## src/rtl/uart_pkg.sv

```systemverilog
// Shared constants and types for the UART transmit scheduler.
package uart_pkg;

    localparam int unsigned UART_CLKS_PER_BIT = 10416;
    localparam int unsigned UART_FRAME_BITS   = 12;

    typedef enum logic [1:0] {
        IDLE,
        LOAD,
        FRAME
    } arb_state_t;

endpackage

```

## src/rtl/rr_pick.sv

```systemverilog
// Combinational round-robin picker: first asserted request at or after ptr, wrapping modulo N.
module rr_pick #(
    parameter int unsigned N = 4
) (
    input  logic [N-1:0]         req,
    input  logic [$clog2(N)-1:0] ptr,
    output logic [N-1:0]         gnt,
    output logic [$clog2(N)-1:0] idx
);

    localparam int unsigned IW = $clog2(N);

    logic          found;
    logic [IW-1:0] slot;

    always_comb begin
        gnt   = '0;
        idx   = '0;
        found = 1'b0;
        slot  = '0;
        for (int unsigned k = 0; k < N; k++) begin
            slot = IW'((32'(ptr) + k) % N);
            if (!found && req[slot]) begin
                found     = 1'b1;
                gnt[slot] = 1'b1;
                idx       = slot;
            end
        end
    end

endmodule

```

## src/rtl/uart_tx_arbiter.sv

```systemverilog
// Round-robin scheduler sharing one 8N1 UART transmitter among N byte sources.
// Each frame is timed locally because the transmitter gives no busy/done status.
module uart_tx_arbiter
    import uart_pkg::*;
#(
    parameter int unsigned N            = 4,
    parameter int unsigned CLKS_PER_BIT = UART_CLKS_PER_BIT,
    parameter int unsigned FRAME_BITS   = UART_FRAME_BITS
) (
    input  logic                 clk,
    input  logic                 reset_n,
    input  logic [N-1:0]         req_valid,
    input  logic [8*N-1:0]       req_data,
    output logic [N-1:0]         req_ready,
    output logic                 tx_transmit,
    output logic [7:0]           tx_data,
    output logic [$clog2(N)-1:0] grant_id,
    output logic                 busy,
    output logic                 done
);

    localparam int unsigned IW = $clog2(N);
    localparam int unsigned CW = $clog2(FRAME_BITS * CLKS_PER_BIT);
    localparam logic [CW-1:0] LOAD_LAST  = CW'(CLKS_PER_BIT - 1);
    localparam logic [CW-1:0] FRAME_LAST = CW'((FRAME_BITS - 1) * CLKS_PER_BIT - 1);

    arb_state_t    state_q;
    logic [IW-1:0] ptr_q;
    logic [CW-1:0] cnt_q;
    logic [N-1:0]  pick_gnt;
    logic [IW-1:0] pick_idx;
    logic [7:0]    pick_byte;

    rr_pick #(.N(N)) u_pick (
        .req (req_valid),
        .ptr (ptr_q),
        .gnt (pick_gnt),
        .idx (pick_idx)
    );

    assign req_ready = (state_q == IDLE) ? pick_gnt : '0;

    // One-hot OR-mux of the granted requester's byte
    always_comb begin
        pick_byte = '0;
        for (int unsigned i = 0; i < N; i++) begin
            if (pick_gnt[i]) pick_byte = pick_byte | req_data[8*i +: 8];
        end
    end

    always_ff @(posedge clk or negedge reset_n) begin
        if (!reset_n) begin
            state_q     <= IDLE;
            ptr_q       <= '0;
            cnt_q       <= '0;
            tx_transmit <= 1'b0;
            tx_data     <= '0;
            grant_id    <= '0;
            busy        <= 1'b0;
            done        <= 1'b0;
        end else begin
            done <= 1'b0;
            unique case (state_q)
                IDLE: begin
                    if (|req_valid) begin
                        tx_data     <= pick_byte;
                        grant_id    <= pick_idx;
                        ptr_q       <= IW'((32'(pick_idx) + 32'd1) % N);
                        tx_transmit <= 1'b1;
                        busy        <= 1'b1;
                        cnt_q       <= '0;
                        state_q     <= LOAD;
                    end
                end
                // Hold transmit a full baud period so exactly one baud tick sees it
                LOAD: begin
                    if (cnt_q == LOAD_LAST) begin
                        tx_transmit <= 1'b0;
                        cnt_q       <= '0;
                        state_q     <= FRAME;
                    end else begin
                        cnt_q <= cnt_q + CW'(1);
                    end
                end
                FRAME: begin
                    if (cnt_q == FRAME_LAST) begin
                        busy    <= 1'b0;
                        state_q <= IDLE;
                    end else begin
                        cnt_q <= cnt_q + CW'(1);
                        if (cnt_q == FRAME_LAST - CW'(1)) done <= 1'b1;
                    end
                end
                default: state_q <= IDLE;
            endcase
        end
    end

endmodule

```

## config.mk

```make
export PLATFORM = sky130hd
export DESIGN_NAME = uart_tx_arbiter
export DESIGN_NICKNAME = d
export VERILOG_FILES = /design/src/rtl/uart_pkg.sv /design/src/rtl/rr_pick.sv /design/src/rtl/uart_tx_arbiter.sv
export SDC_FILE = /design/constraint.sdc
export NUM_CORES = 1
export LEC_CHECK = 0
export ABC_CLOCK_PERIOD_IN_PS = 4600
export BUFFER_PORTS_ARGS = -buffer_cell sky130_fd_sc_hd__buf_2
export CAP_MARGIN = 40
export CORE_MARGIN = 2
export CORE_UTILIZATION = 62
export CTS_BUF_LIST = sky130_fd_sc_hd__clkbuf_8
export DETAILED_ROUTE_END_ITERATION = 16
export GPL_TIMING_DRIVEN = 0
export HOLD_SLACK_MARGIN = 0.1
export PLACE_DENSITY = 0.92
export SYNTH_ARGS = -nofsm -noshare
export SYNTH_HDL_FRONTEND = slang
export SYNTH_SLANG_ARGS = --single-unit
export TNS_END_PERCENT = 1
```

## constraint.sdc

```tcl
create_clock -name clk -period 4.6 [get_ports clk]
set_clock_uncertainty 0.05 [all_clocks]
set_input_delay 0.23 -clock clk [delete_from_list [all_inputs] [get_ports clk]]
set_output_delay 0.23 -clock clk [all_outputs]
set_load 0.005 [all_outputs]
```

==> key figures <==
Floorplanning
  – Die height: about 70 microns
  – Die width: between 60 and 70 microns
  – Initial Util: approximately two thirds
  – Die ar.: a little under 5000 sq um
  – Num rows: 23
  – Core Box Area: 4086 sq um
  – Number of I/O pins: 55

Drt
  – Pre-antenna DRT Iters: 5
  – WL/cell: between 15 and 20 microns
  – Vias per cell: between 6 and 7
  – Post-route ant nets: 0
  – Remaining DRCs: 0
  – WL final: between 7000 and 8000 microns
  – Initial DRC count: 393
  – Vias: 2,829

Critical path
  – Critical path destination: req_ready[2]
  – WP data arrival: between 3 and 4 ns
  – Required time worst endpoint: between 4 and 5 ns
  – Critical path launch point type: register
  – Reg-to-reg startpoint: ptr_q[0]
  – WS Path Type: reg -> out
  – Worst R2R Setup Slack: 1.05 ns
  – Critical Path Fanout Max: 10
  – Critical Path Start: ptr_q[0]
  – Worst setup EP type: primary output
  – RR Endpoint: tx_data[0]
  – Reg2Reg Depth: 9

Global route
  – Global-route wire length before repair: ~12,000 microns
  – Vias in the first global route: around 2,600
  – Initial antenna violation count: 0
  – GRT Total Usage: 30.00%
  – Largest net degree at the start of global routing: 35
  – Overflow after GRT: 0

Power
  – Cell Pwr Density: roughly 640 nW/um^2
  – Max VDD drop: roughly 0.32 mV
  – Leakage power: approximately 1.3 nW

Clocking
  – # clock sinks: 34
  – Root buffer cell: clkbuf_8
  – CTS tree: built
  – Total CTS buffers: 5
  – CTS max path bufs: 2
  – H-tree levels: 2
  – Worst skew pair latency: ~0.29 ns
  – Post-CTS setup buffers: 0
  – CTS clk-pin slew, worst paths: around 0.070 ns

Yosys
  – Most common library cells after synthesis: o21ai_0 (44), dfrtp_1 (34), nand2_1 (26), nor2_1 (22)
  – Syn_area_per_cell: around 8.6 sq um
  – Register area share after synthesis: a little under a third
  – Cell Area, Synth: roughly 2700 sq um
  – Yosys reg bits: 34
  – Synth warn: 0
  – Post-synth top area share: between 30% and 40%
  – Synth area leader: dfrtp_1
  – Ys async rst share: 100.0%
  – Cell count after synthesis: between 300 and 400
  – Net Count, Synth: between 300 and 400
  – Ys flop type: dfrtp_1
  – Area contributors post-synth: dfrtp_1 (32%), o21ai_0 (8.2%), ha_1 (5.6%), nand2_1 (3.6%), nor2_1 (3.1%)
  – Most frequent cell after synthesis: o21ai_0
  – Unique masters post-synth: 60
  – EDFF count, synth: 0

Timing
  – Slew Viols, Final: 0
  – Unrepaired setup endpoints after global routing: false
  – Final setup viols: 0
  – Setup_tns: 0 ns
  – Fin. Hold Viols: 0
  – Hold Slack: approximately 0.19 ns
  – Final period util: between 80% and 90%
  – Worst slew margin: between 40 and 50%
  – Max Fclk: ~260 MHz
  – Final min period: between 3 and 4 ns
  – Worst-Margin Slew: around 0.8 ns

Finish
  – Fill cells: roughly 270
  – Final instance area: approximately 3100 sq um
  – Area taken by multi-input logic gates: between 1500 and 2000 sq um
  – Fraction of layout cells with a size suffix above 1: about a quarter
  – Register area: about 850 sq um
  – Final net count: between 400 and 500
  – Area Overhead vs Synth: 16.96%
  – Diode count: 0

Placement
  – Buffers on Ports: between 50 and 60
  – DP HPWL: just over 5000 microns
  – Placer Congestion: between 0.9 and 1
  – Placed Area: approximately 3000 sq um

Min path
  – Worst hold path type: in -> reg

Status
  – Status: complete, no violations

Run
  – Max cap viols: 0
worst max-delay path: stages (launching register included):
cell	delay, ns
dfrtp_1	0.51
inv_1	0.23
ha_1	0.33
buf_2	0.20
mux2_2	0.36
and3_1	0.19
o21ai_1	0.66
o22ai_1	0.39
and2_1	0.27
buf_2	0.12
through the flow:
step	util [%]	setup slack, ns	instances	total power [mW]
floorplan	-	1.829	312	1.369
global placement	74.04	1.197	416	1.663
detailed placement	74.04	1.127	416	1.703
CTS	77.07	0.8387	425	1.995
global route	77.07	0.6372	425	2.159
finish	77.07	0.7723	425	2.014
how the worst min path moves through the flow:
stage	from	to	slack, ns	cells past startpoint
floorplan	reset_n	busy	-0.12	0
global placement	reset_n	tx_data[5]	0.29	1
detailed placement	reset_n	tx_data[5]	0.30	1
CTS	req_data[14]	tx_data[6]	0.20	3
global route	req_data[14]	tx_data[6]	0.23	3
finish	req_data[14]	tx_data[6]	0.19	3
layout make-up:
| class | count | area share (%) |
|---|---|---|
| plain buffers | 17 | 2.662 |
| clock buffers | 5 | 2.185 |
| clock inverters | 3 | 1.430 |
| inverters | 12 | 1.430 |
| multi-input cells | 249 | 54.39 |
| flip-flops and latches | 34 | 27.02 |
| well taps | 50 | 1.986 |
| repair buffers | 55 | 8.899 |
cell usage in the layout (no fill, tap or decap), drive strengths merged, types with 3 or more instances in the layout:
cell and n:
clkbuf 14, a221o 4, nand3 7, a22oi 8, nor3 3, nand2b 6, nor2 22, o22a 5
nand4 5, a221oi 8, inv 12, or2 3, mux2 6, a21oi 9, mux4 3, o22ai 7
buf 62, a31oi 6, ha 12, nand2 26, or4b 3, o21ai 48, and2 7, dfrtp 34
o31ai 9, nor2b 7, mux2i 3, and3 5
registers in the layout (all words and copies together) (netlist names):
name / count
state_q: 2
tx_transmit: 1
busy: 1
cnt_q: 17
tx_data: 8
ptr_q: 2
grant_id: 2
done: 1
layer usage:
| layer | GRT usage, % | vias to the layer above | share of wire (%) | wire (microns) |
|---|---|---|---|---|
| met2 | 52.38 | 162 | 49 | 3533 |
| met1 | 37.34 | 1331 | 41 | 3011 |
| met4 | 10.68 | 0 | 2.4 | 176 |
| met3 | 5.051 | 22 | 7.5 | 546 |
| met5 | 0 | - | 0 | 0 |
| li1 | - | 1314 | - | - |
power by group:
group	total (mW)	switching, mW	internal (mW)
sequential	0.428	0.0594	0.369
combinational	1.31	0.764	0.541
clock	0.281	0.119	0.161
total	2.01	0.943	1.07
kinds of logic after synthesis:
kind of cell | count (synthesis) | share of synthesized area [%]
adders and majority gates | 12 | 5.576
muxes | 12 | 6.134
and+or+nand+nor | 103 | 20.35
AOI/OAI and AO/OA | 121 | 31.23
buffers and inverters | 29 | 4.786
DFF | 34 | 31.60
xor gates and xnor gates | 1 | 0.3253
what timing repair did:
item,in CTS,in global routing
hold buffers,1,0
resized for setup,0,0
hold endpoints to repair,34,0
setup endpoints to repair,0,0
Power figures use the tool's default switching activity.
